--- src/rtl/dvp_pattern_tx.sv ---
// DVP (OV7725-style) RGB565 test-pattern source: counter-driven vsync/href/data
// timing with four selectable patterns, high byte of each pixel first.
module dvp_pattern_tx #(
  parameter logic [10:0] H_DISP   = 11'd640,
  parameter logic [10:0] V_DISP   = 11'd480,
  parameter logic [10:0] H_BLANK  = 11'd144,
  parameter logic [3:0]  VS_LINES = 4'd4,
  parameter logic [5:0]  V_BACK   = 6'd18,
  parameter logic [5:0]  V_FRONT  = 6'd10
) (
  input  logic        clk,
  input  logic        rst_n,
  input  logic        en,
  input  logic [1:0]  pat_sel,
  output logic        cam_vsync,
  output logic        cam_href,
  output logic [7:0]  cam_data,
  output logic        frame_done,
  output logic [15:0] frame_cnt
);

  localparam logic [12:0] LL_M1  = 13'(2 * H_DISP + H_BLANK - 1);
  localparam logic [12:0] H_ACT  = 13'(2 * H_DISP);
  localparam logic [7:0]  BAR_M1 = 8'(H_DISP / 8 - 1);

  typedef enum logic [2:0] {S_IDLE, S_VSYNC, S_VBACK, S_ACTIVE, S_VFRONT} state_t;

  state_t      state_q, state_d;
  logic [12:0] hcnt_q, hcnt_d;
  logic [10:0] vcnt_q, vcnt_d;
  logic [1:0]  pat_q, pat_d;
  logic [2:0]  bar_q, bar_d;
  logic [7:0]  bwc_q, bwc_d;
  logic        vsync_q, vsync_d;
  logic        href_q, href_d;
  logic [7:0]  data_q, data_d;
  logic        done_q, done_d;
  logic [15:0] fcnt_q, fcnt_d;

  logic [10:0] lines;
  logic [7:0]  x, y;
  logic [15:0] pix;

  function automatic logic [15:0] bar_color(input logic [2:0] b);
    case (b)
      3'd0:    bar_color = 16'hFFFF;
      3'd1:    bar_color = 16'hFFE0;
      3'd2:    bar_color = 16'h07FF;
      3'd3:    bar_color = 16'h07E0;
      3'd4:    bar_color = 16'hF81F;
      3'd5:    bar_color = 16'hF800;
      3'd6:    bar_color = 16'h001F;
      default: bar_color = 16'h0000;
    endcase
  endfunction

  // Timing FSM: each state lasts a whole number of line periods.
  always_comb begin
    state_d = state_q;
    hcnt_d  = hcnt_q;
    vcnt_d  = vcnt_q;
    case (state_q)
      S_VSYNC:  lines = {7'd0, VS_LINES};
      S_VBACK:  lines = {5'd0, V_BACK};
      S_ACTIVE: lines = V_DISP;
      S_VFRONT: lines = {5'd0, V_FRONT};
      default:  lines = 11'd1;
    endcase
    if (state_q == S_IDLE) begin
      hcnt_d = '0;
      vcnt_d = '0;
      if (en) state_d = S_VSYNC;
    end else if (hcnt_q == LL_M1) begin
      hcnt_d = '0;
      if (vcnt_q == lines - 11'd1) begin
        vcnt_d = '0;
        case (state_q)
          S_VSYNC:  state_d = S_VBACK;
          S_VBACK:  state_d = S_ACTIVE;
          S_ACTIVE: state_d = S_VFRONT;
          default:  state_d = en ? S_VSYNC : S_IDLE;
        endcase
      end else begin
        vcnt_d = vcnt_q + 11'd1;
      end
    end else begin
      hcnt_d = hcnt_q + 13'd1;
    end
  end

  // Outputs are derived from the next counter/state values so the registered
  // outputs line up with the state registers in the same cycle.
  always_comb begin
    pat_d = (state_d == S_VSYNC && state_q != S_VSYNC) ? pat_sel : pat_q;
    bar_d = bar_q;
    bwc_d = bwc_q;
    if (hcnt_d == 13'd0) begin
      bar_d = '0;
      bwc_d = '0;
    end else if (!hcnt_d[0]) begin
      if (bwc_q == BAR_M1) begin
        bwc_d = '0;
        bar_d = bar_q + 3'd1;
      end else begin
        bwc_d = bwc_q + 8'd1;
      end
    end
    x = hcnt_d[8:1];
    y = vcnt_d[7:0];
    case (pat_d)
      2'd0:    pix = bar_color(bar_d);
      2'd1:    pix = {x[4:0], x[5:0], x[4:0]};
      2'd2:    pix = {y, x};
      default: pix = (x[5] ^ y[5]) ? 16'hFFFF : 16'h0000;
    endcase
    vsync_d = (state_d == S_VSYNC);
    href_d  = (state_d == S_ACTIVE) && (hcnt_d < H_ACT);
    data_d  = href_d ? (hcnt_d[0] ? pix[7:0] : pix[15:8]) : 8'd0;
    done_d  = (state_d == S_VFRONT) && (vcnt_d == {5'd0, V_FRONT} - 11'd1) &&
              (hcnt_d == LL_M1);
    fcnt_d  = fcnt_q + {15'd0, done_d};
  end

  always_ff @(posedge clk or negedge rst_n) begin
    if (!rst_n) begin
      state_q <= S_IDLE;
      hcnt_q  <= '0;
      vcnt_q  <= '0;
      pat_q   <= '0;
      bar_q   <= '0;
      bwc_q   <= '0;
      vsync_q <= 1'b0;
      href_q  <= 1'b0;
      data_q  <= '0;
      done_q  <= 1'b0;
      fcnt_q  <= '0;
    end else begin
      state_q <= state_d;
      hcnt_q  <= hcnt_d;
      vcnt_q  <= vcnt_d;
      pat_q   <= pat_d;
      bar_q   <= bar_d;
      bwc_q   <= bwc_d;
      vsync_q <= vsync_d;
      href_q  <= href_d;
      data_q  <= data_d;
      done_q  <= done_d;
      fcnt_q  <= fcnt_d;
    end
  end

  assign cam_vsync  = vsync_q;
  assign cam_href   = href_q;
  assign cam_data   = data_q;
  assign frame_done = done_q;
  assign frame_cnt  = fcnt_q;

endmodule

--- config.mk ---
export PLATFORM = sky130hd
export DESIGN_NAME = dvp_pattern_tx
export DESIGN_NICKNAME = d
export VERILOG_FILES = /design/src/rtl/dvp_pattern_tx.sv
export SDC_FILE = /design/constraint.sdc
export NUM_CORES = 1
export LEC_CHECK = 0
export BUFFER_PORTS_ARGS = -buffer_cell sky130_fd_sc_hd__clkbuf_2
export CAP_MARGIN = 30
export CORE_MARGIN = 1
export CORE_UTILIZATION = 53
export CTS_BUF_LIST = sky130_fd_sc_hd__clkbuf_8
export DETAILED_ROUTE_END_ITERATION = 8
export GPL_TIMING_DRIVEN = 0
export PLACE_DENSITY = 0.72
export SYNTH_ARGS = -nofsm -noshare
export SYNTH_HDL_FRONTEND = slang
export SYNTH_SLANG_ARGS = --single-unit
--- constraint.sdc ---
create_clock -name clk -period 5.99 [get_ports clk]
set_input_delay 0.8985 -clock clk [delete_from_list [all_inputs] [get_ports clk]]
set_output_delay 0.8985 -clock clk [all_outputs]
set_load 0.05 [all_outputs]
# Yosys cells after proc, flatten, opt, wreduce, memory -nomap -nowiden
# Cells that the tools add are included.
[classes] n_bitwise=1 muxes=24 magnitude_cmp=1 addsub=6 n_reduce_logical=8 n_eq_ne=22
[ops] cell="$pmux W16 S7" count=1
[ops] cell="$pmux W16 S3" count=1
[ops] cell="$mux W8" count=5
[ops] cell="$pmux W9 S4" count=1
[ops] cell="$mux W11" count=3
[ops] cell="$eq A13 B11 Y1 const B" count=2
[ops] cell="$mux W13" count=2
[ops] cell="$mux W3" count=7
[ops] cell="$add A16 B1 Y16" count=1
[ops] cell="$mux W16" count=1
[ops] cell="$eq A3 B2 Y1 const B" count=5
[ops] cell="$eq A3 B3 Y1 const B" count=5
[ops] cell="$add A13 B1 Y13 const B" count=1
[ops] cell="$logic_not A13 Y1" count=1
[ops] cell="$lt A13 B11 Y1 const B" count=1
[ops] cell="$add A11 B1 Y11 const B" count=1
[ops] cell="$eq A11 B11 Y1" count=1
[ops] cell="$eq A11 B4 Y1 const B" count=1
[ops] cell="$sub A11 B1 Y11 const B" count=1
[ops] cell="$eq A3 B1 Y1 const B" count=3
[ops] cell="$pmux W3 S3" count=1
[ops] cell="$add A8 B1 Y8 const B" count=1
[ops] cell="$eq A8 B7 Y1 const B" count=1
[ops] cell="$logic_not A3 Y1" count=2
[ops] cell="10 further kinds" count=13
[totals] ff_bits=67 output_inout_bits=27

# Longest topological paths before layout
# Gate-level depths: netlist of run 1.
[logic_depth] word_depth=14 ltp_mapped=17 ltp_nobuf=15

# Least setup slack after synthesis of run 1
# OpenSTA, ideal clock, no wires.
[synth_timing] kind="register to register" start="reg vcnt_q[2]" end="reg fcnt_q[12], in the netlist frame_cnt[12]" path_buffers=1 setup_slack_ns=1.554 arrival_time_ns=4.354 path_stages_with_launch=16 synth_period_minus_slack_ns=4.436 required_ns=5.908 path_cell_list="dfrtp_1 buf_6 or4_4 a2111oi_4 o311ai_4 nor3_4 nor3_2 or4_1 or4_1 nor4b_2 ha_1 ha_1 nand2_1 or2_2 nor2_1 xor2_1"
[synth_between] elab_chain_cells=8 elab_cells_between_ends=13 cone_classes="2 x add/sub; 3 x eq/ne; 6 x mux; 2 x reduce/logical"
[synth_rtl] element="start, declared" line_no="30" rtl="logic [10:0] vcnt_q, vcnt_d;"
[synth_rtl] element="start signal, assigned" line_no="140" rtl="vcnt_q <= vcnt_d;"
[synth_rtl] element="$add A11 B1 Y11 or $eq A11 B11 Y1 (tied branches)" line_no="84, 75"
[synth_rtl] element="$mux W11 *" line_no="75" rtl="if (vcnt_q == lines - 11'd1) begin"
[synth_rtl] element="$mux W11 *" line_no="73" rtl="end else if (hcnt_q == LL_M1) begin"
[synth_rtl] element="$mux W11 *" line_no="69" rtl="if (state_q == S_IDLE) begin"
[synth_rtl] element="named net vcnt_d[4]" line_no="30"
[synth_rtl] element="$eq A11 B4 Y1 *" line_no="119" rtl="done_d = (state_d == S_VFRONT) && (vcnt_d == {5'd0, V_FRONT} - 11'd1) &&"
[synth_rtl] element="$logic_and A1 B1 Y1 * (2 in series)" line_no="119"
[synth_rtl] element="named net done_d" line_no="37" rtl="logic done_q, done_d;"
[synth_rtl] element="$add A16 B1 Y16 *" line_no="121" rtl="fcnt_d = fcnt_q + {15'd0, done_d};"
[synth_rtl] element="named net fcnt_d[12]" line_no="38" rtl="logic [15:0] fcnt_q, fcnt_d;"
[synth_rtl] element="end signal, assigned" line_no="148" rtl="fcnt_q <= fcnt_d;"
[synth_rtl] element="end, declared" line_no="38"
# Mark *: on every way through the listed nets, which the timed path passes. The rest lies on a longest branch.
# A chain may end at the register's enable or synchronous reset.

# Worst setup path in the final report of run 1
# Same ends and word-level chain as after synthesis.

==> results of run 1 <==
## power by group
group          internal, W  leakage [nW]   total, W  switching [W]
Combinational   0.00000163         0.978  0.0000121      0.0000105
Clock             0.000331         0.133   0.000515       0.000184
Sequential        0.000452         0.897   0.000452              0
Total             0.000784          2.01   0.000979       0.000195
## layout by cell type (no fill, tap or decap), types with 5 or more instances in the layout
cell	Yosys	final
a22oi_1	7	7
ha_1	6	6
nand2b_1	6	6
nor4_1	7	7
dfrtp_1	67	67
a21oi_1	10	10
xor2_1	19	19
xnor2_1	28	28
and2_1	5	5
nand2_1	38	38
clkbuf_2	0	30
or3_1	5	5
o21ai_0	12	12
nand4_1	13	13
nand3_1	28	28
nor3_1	10	10
clkbuf_1	8	8
inv_1	10	10
nor2_1	44	44
clkbuf_8	4	14
## cells in the mapped netlist, types with 3 or more instances
master	number
nor2_1	44
o211a_1	3
a22oi_1	7
nand3_1	28
a21boi_0	3
nand2_1	38
or3_1	5
clkbuf_1	8
or2_2	3
nor2b_1	4
inv_1	10
nand4_1	13
and3_1	4
o2111ai_1	4
nor4_1	7
xnor2_1	28
clkbuf_8	4
and2_1	5
a221oi_1	4
dfrtp_1	67
nor3_1	10
ha_1	6
a21oi_1	10
o21ai_0	12
nand2b_1	6
a211oi_1	4
xor2_1	19
or4_1	4
o31ai_1	3
## area by class of cell
class	count	area (sq um)	area share
clock buffers	10	138	0.0307
multi-input cells	314	2080	0.464
inverters	10	37.5	0.00838
clock inverters	6	136	0.0305
repair buffers	32	165	0.0369
flip-flops and latches	67	1680	0.374
well taps	96	120	0.0268
plain buffers	18	129	0.0288
## path summary, 6_finish.rpt
kind / from / endpoint
max in group asynchronous: rst_n / vcnt_q[7]$_DFF_PN0_
min in group asynchronous: rst_n / frame_cnt[11]$_DFF_PN0_
worst min register to register: frame_cnt[15]$_DFF_PN0_ / frame_cnt[15]$_DFF_PN0_
worst min-delay path: frame_cnt[15]$_DFF_PN0_ / frame_cnt[15]$_DFF_PN0_
worst max-delay path: vcnt_q[2]$_DFF_PN0_ / frame_cnt[12]$_DFF_PN0_
worst max register to register: vcnt_q[2]$_DFF_PN0_ / frame_cnt[12]$_DFF_PN0_
## cells by family after synthesis
group                    share of synthesized area
AND/OR/NAND/NOR                              0.242
XOR/XNOR                                     0.105
AO/OA/AOI/OAI                                0.153
adder cells (fa/ha/maj)                     0.0192
flip-flops                                   0.428
buffers and inverters                       0.0425
multiplexers                                0.0109
## metrics by stage
step / cell area [sq um] / utilization / worst slack (ns) / total power [W]
5_1_grt: 4480 / 0.641 / 0.497 / 0.00100
3_3_place_gp: 4190 / 0.601 / 0.889 / 0.000473
3_5_place_dp: 4200 / 0.602 / 0.894 / 0.000474
4_1_cts: 4480 / 0.641 / 0.860 / 0.000985
6_report: 4480 / 0.641 / 0.825 / 0.000979
2_1_floorplan: 3920 / - / 1.55 / 0.000462
## per-layer routing
layer  share of wire  vias up  wire, um
met2            0.44       95      4020
met1            0.49     1558      4460
met4           0.024        0       221
met5               0        -         0
met3           0.051       17       466
li1                -     1572         -
## worst max-delay path: stages (launching register included)
cell	delay, ns
dfrtp_1	0.37
buf_6	0.14
or4_4	0.56
a2111oi_4	0.44
o311ai_4	0.20
nor3_4	0.42
nor3_2	0.14
or4_1	0.48
or4_1	0.51
nor4b_2	0.43
ha_1	0.31
ha_1	0.29
nand2_1	0.13
or2_2	0.35
nor2_1	0.14
xor2_1	0.18
## sequential cells by signal, indices dropped and copies added (netlist names)
name        count
vcnt_q         11
frame_done      1
cam_vsync       1
cam_href        1
cam_data        8
hcnt_q         13
pat_q           2
frame_cnt      16
state_q         3
bwc_q           8
bar_q           3
==> run metrics, run 1 <==
worst-margin pin slew=roughly 0.90 ns; RSZ-0062 raised after global routing=false; first-pass GRT wire length=between 15,000 and 20,000 um; prevailing post-synth register cell=dfrtp_1; cell area after synthesis=approximately 0.0039 sq mm; Max VDD drop=roughly 0.14 mV; Clock Latency Late Sink=roughly 0.35 ns; Hold Path Depth=1; Max Clk Rate=just under 200 MHz; cts bufs inserted=9; synth top area cells=dfrtp_1 43%, xnor2_1 6.3%, xor2_1 4.2%; met1 GRT Util=0.384; vias in the first global route=approximately 3,100; Slew Viols, Final=0; IO Pins=32; CP Data Required Time=6.26 ns; Final min period=5.16 ns; met3 Usage GRT=0.0405; per-cell routed wire length=between 15 and 20 um; vias per inst=5.86; GPL Wtd Cong=a little over 0.9; normalized max-slew margin=0.398; Lkg Pwr=about 2 nW; Sink Count=67; Hold Crit Class=reg -> reg; met2 GRT Util=0.374; Clock Skews=~0.011 ns; Max Root-Sink Buffers=2; total wire length=between 9000 and 10,000 um; Final setup viols=0; Worst setup SP type=flip-flop; WHS=0.490 ns; core area=about 0.0070 sq mm; CP endpoint kind=flip-flop; P&R area growth vs syn=14.3%; largest net degree at the start of global routing=68; Avg Inst Size Synth=between 9 and 10 sq um; Layout Nets=463; initial drt markers=between 200 and 250; Post-Synthesis Cells=about 400; Total Routing Usage GR=0.259; MaxCap Viol Count=0; post-route ant nets=0; vias after detailed routing=3,242; Syn. warnings=0; post-synthesis register bit count=between 60 and 70; Net Count, Synth=420; Die Ht=around 90 um; CTS tree=built; Synth top area share=0.428; # port buffers=31; CTS H-tree depth=3; cell count of the worst reg-to-reg path=15; filler cell count in the final layout=606; reg2reg setup slack=a little over 0.8 ns; GRT Max-Usage Layer=met1; DRC errors left=0; Post-Route Setup TNS=0 ns; Non-Filler Instances=between 500 and 600; Post-synth EDFFs=0; FFs w/ async S/R, synth=1.00; hpwl dp=6690 um; post-cts sizing count=0; row count=30; initial antenna violation count=0; GRT overflow=0; clk root buf=clkbuf_8; Die ar.=just under 0.008 sq mm; Hold Violations, Final=0; CTS Hold Buffers Added=0; Diodes inserted=0; Yosys cell types=65; Placed Cells=between 500 and 600; CP Max Fanout=9; Seq/Total Area, Yosys=0.428; Worst Path Class, Setup=reg -> reg; share of layout cells above drive strength 1=0.166; Starting Density=0.561; DR pass1 iterations=5; Horiz. Die Dim=88.0 um; Synth area leader=dfrtp_1; Setup Fix Bufs, Post-CTS=0; outcome=finished clean; Tcrit/Tclk final=0.862; pwr dens=approximately 220 mW/mm^2; Crit path arrival time=between 5 and 6 ns; clock transition at the registers of the reported paths=around 0.08 ns
Note: power is estimated with default switching activity, not from simulation.
==> run 2: changes to the inputs <==
--- a/config.mk
+++ b/config.mk
@@ -7,2 +7,3 @@
 export LEC_CHECK = 0
+export ABC_AREA = 1
 export BUFFER_PORTS_ARGS = -buffer_cell sky130_fd_sc_hd__clkbuf_2
--- a/constraint.sdc
+++ b/constraint.sdc
@@ -3,2 +3,2 @@
 set_output_delay 0.8985 -clock clk [all_outputs]
-set_load 0.05 [all_outputs]
+set_load 0.1 [all_outputs]
==> run 2 against run 1 <==
Largest power group is now registers. Clock power down 26%. Critical path type unchanged. Synthesized cell count up 28%. Global-route usage down 0.92 points. Utilization down 2.0 points. Critical endpoint is now frame_cnt[14]$_DFF_PN0_. Fmax up 10%.
==> run metrics, run 2 <==
critical path's slowest cell=dfrtp_1 (was or4_4); worst r2r src=hcnt_q[0]$_DFF_PN0_ (was vcnt_q[2]$_DFF_PN0_); post-cts sizing count=0 (unchanged); Crit path arrival time=4.93 ns (was 5.43 ns); CP Max Fanout=8 (was 9); IO Pins=32 (unchanged); compound-gate portion of the synthesized area=0.0703 (was 0.153); Max Root-Sink Buffers=2 (unchanged); cell count of the worst reg-to-reg path=24 (was 15); Seq/Total Area, Yosys=0.417 (was 0.428); Starting Density=0.551 (was 0.561); Cell Chain, Critical Path=ha_1 > nand3_1 > nor2_1 > nand2_1 > inv_2 > nand2_1 > nor3_1 > inv_1 > nor3_1 > nor2_1 > nand2_1 > nand2_1 > nor4_1 > nand4_1 > nor3_1 > ha_1 > ha_1 > nand3_1 > nand3b_1 > nor3_1 > nand3_1 > nor2_1 > nand4_1 > xnor2_1 (was buf_6 > or4_4 > a2111oi_4 > o311ai_4 > nor3_4 > nor3_2 > or4_1 > or4_1 > nor4b_2 > ha_1 > ha_1 > nand2_1 > or2_2 > nor2_1 > xor2_1); Die Ht=89.1 um (was 88.0 um); vias in the first global route=3,345 (was 3,064); core area=0.00729 sq mm (was 0.00698 sq mm); worst-margin pin slew=1.02 ns (was 0.895 ns); main combinational cell family by area after synthesis=simple AND/OR/NAND/NOR gates (unchanged); initial drt markers=201 (was 247); Net Count, Synth=535 (was 420); Lkg Pwr=2.55 nW (was 2.01 nW); Yosys cell types=40 (was 65); normalized max-slew margin=0.314 (was 0.398); Final setup viols=0 (unchanged); routed wl met2=4140 um (was 4020 um); GPL Wtd Cong=0.960 (was 0.929); vias after detailed routing=3,529 (was 3,242); Worst Path Class, Setup=reg -> reg (unchanged); MaxCap Viol Count=0 (unchanged); cts bufs inserted=9 (unchanged); Synth area leader=dfrtp_1 (unchanged); XOR/XNOR Fraction of Synth Area=0.0457 (was 0.105); Worst Setup EP=frame_cnt[14]$_DFF_PN0_ (was frame_cnt[12]$_DFF_PN0_); Hold Startpoint=frame_cnt[15]$_DFF_PN0_ (unchanged); clock transition at the registers of the reported paths=0.08 ns (about the same); initial antenna violation count=0 (unchanged); largest net degree at the start of global routing=68 (unchanged); prevailing post-synth register cell=dfrtp_1 (unchanged); Non-Filler Instances=671 (was 553); post-route ant nets=0 (unchanged); CP Data Required Time=6.24 ns (was 6.26 ns); Layout Nets=578 (was 463); Clock Skews=0.0126 ns (was 0.0105 ns); post-synthesis mux area share=0.00280 (was 0.0109); Tcrit/Tclk final=0.781 (was 0.862); met1 WL=4010 um (was 4460 um); Sink Count=67 (unchanged); CTS H-tree depth=3 (unchanged); Avg Inst Size Synth=7.67 sq um (was 9.58 sq um); Worst R2R End=frame_cnt[14]$_DFF_PN0_ (was frame_cnt[12]$_DFF_PN0_); max reg flops=16 (unchanged); per-cell routed wire length=13.0 um (was 16.6 um); first-pass GRT wire length=15,000 um (about the same); post-synthesis register bit count=67 (unchanged); Hold Crit Class=reg -> reg (unchanged); CTS Hold Buffers Added=0 (unchanged); clk root buf=clkbuf_8 (unchanged); Die ar.=0.00794 sq mm (was 0.00774 sq mm); share of layout cells above drive strength 1=0.161 (was 0.166); DRC errors left=0 (unchanged); synth top area cells=dfrtp_1 42%, nand2_1 11%, inv_1 8.3% (was dfrtp_1 43%, xnor2_1 6.3%, xor2_1 4.2%); Slew Viols, Final=0 (unchanged); Post-Synthesis Cells=524 (was 409); commonest non-fill, non-tap cell in the layout=nand2_1 (was dfrtp_1); adder-cell share of the synthesized area=0.0187 (was 0.0192); Worst setup SP type=flip-flop (unchanged); Setup Fix Bufs, Post-CTS=0 (unchanged); Diodes inserted=0 (unchanged); reg2reg setup slack=1.31 ns (was 0.83 ns); cell area after synthesis=0.00402 sq mm (was 0.00392 sq mm); Clock Latency Late Sink=0.36 ns (was 0.35 ns); DR pass1 iterations=5 (unchanged); pwr dens=187 mW/mm^2 (was 219 mW/mm^2); GRT overflow=0 (unchanged); most frequent cells in the layout=119 x nand2_1, 89 x inv_1, 67 x dfrtp_1 (was 67 x dfrtp_1, 44 x nor2_1, 38 x nand2_1); Max VDD drop=0.0984 mV (was 0.143 mV); simple-gate portion of the synthesized area=0.344 (was 0.242); Post-Route Setup TNS=0 ns (unchanged); CP peak stage delay=0.38 ns (was 0.56 ns); # port buffers=31 (unchanged); P&R area growth vs syn=12.6% (was 14.3%); Final min period=4.68 ns (was 5.16 ns); CTS tree=built (unchanged); synth cell count leaders=119 x nand2_1, 89 x inv_1, 67 x dfrtp_1, 56 x nand3_1, 41 x nor2_1 (was 67 x dfrtp_1, 44 x nor2_1, 38 x nand2_1, 28 x nand3_1, 28 x xnor2_1); outcome=finished clean (unchanged); Post-synth EDFFs=0 (unchanged); Max Clk Rate=214 MHz (was 194 MHz); Hold Violations, Final=0 (unchanged); FFs w/ async S/R, synth=1.00 (unchanged); met3 WL=439 um (was 466 um); count leader, synth=nand2_1 (was dfrtp_1); Syn. warnings=0 (unchanged); highest routed layer=met4 (unchanged); Synth top area share=0.417 (was 0.428); Total Routing Usage GR=0.250 (was 0.259); RSZ-0062 raised after global routing=false (unchanged); Placed Cells=655 (was 537); Setup crit start=hcnt_q[0]$_DFF_PN0_ (was vcnt_q[2]$_DFF_PN0_); total wire length=8710 um (was 9170 um); filler cell count in the final layout=687 (was 606); CP endpoint kind=flip-flop (unchanged); vias per inst=5.26 (was 5.86); Horiz. Die Dim=89.1 um (was 88.0 um); row count=31 (was 30); hpwl dp=6600 um (was 6690 um)
==> run 2: area by class of cell <==
class	instances	area (sq um)	area share
Buffer	5	41.3	0.00912
Timing Repair Buffer	32	185	0.0409
Clock buffer	9	124	0.0273
Multi-Input combinational cell	354	1940	0.427
Inverter	98	368	0.0812
Clock inverter	7	75.1	0.0166
Sequential cell	67	1680	0.370
Tap cell	99	124	0.0273
==> run 2: worst min-delay path by stage <==
stage | endpoint | slack (ns) | depth (start not counted)
after floorplan | bwc_q[6]$_DFFE_PN0P_ | 0.51 | 1
after detailed placement | frame_cnt[15]$_DFF_PN0_ | 0.46 | 1
after global routing | frame_cnt[15]$_DFF_PN0_ | 0.50 | 1
after CTS | frame_cnt[15]$_DFF_PN0_ | 0.48 | 1
after global placement | frame_cnt[15]$_DFF_PN0_ | 0.45 | 1
final | frame_cnt[15]$_DFF_PN0_ | 0.47 | 1
==> run 2: per-stage QoR <==
stage               hold WS, ns  total power, W  worst slack [ns]  area (sq um)   util
floorplan                 0.513        0.000462              1.99          4020      -
global placement          0.455        0.000472              1.33          4300  0.590
detailed placement        0.460        0.000474              1.32          4330  0.594
CTS                       0.475        0.000854              1.29          4530  0.621
global route              0.495        0.000875             0.794          4530  0.621
finish                    0.471        0.000846              1.31          4530  0.621
==> run 2: worst max-delay path: cells and delay by family, from the launching register on <==
family	cells	cell delay (ns)
flops	1	0.38
simple gates	18	3.11
xor+xnor	1	0.15
buf+inv	2	0.27
fa+ha+maj	3	0.63
==> run 2: metal layers <==
metal  GRT usage  vias to the layer above
met4      0.0938                        0
met5           0                        -
li1            -                     1758
met1       0.333                     1661
met3      0.0452                       11
met2       0.407                       99
==> run 2: power by group <==
group | switching (W) | total, W | leakage (nW) | internal (W)
Sequential | 0 | 0.000452 | 0.886 | 0.000452
Clock | 0.000187 | 0.000382 | 0.104 | 0.000195
Combinational | 0.00000939 | 0.0000125 | 1.56 | 0.00000313
Total | 0.000196 | 0.000846 | 2.55 | 0.000650
==> run 2: kinds of logic (layout without fill, tap and decap cells) <==
group | after synthesis | count (layout)
adder cells (fa/ha/maj) | 6 | 6
multiplexers | 1 | 1
XOR/XNOR | 21 | 21
AO/OA/AOI/OAI | 41 | 41
flip-flops | 67 | 67
AND/OR/NAND/NOR | 285 | 285
buffers and inverters | 103 | 151
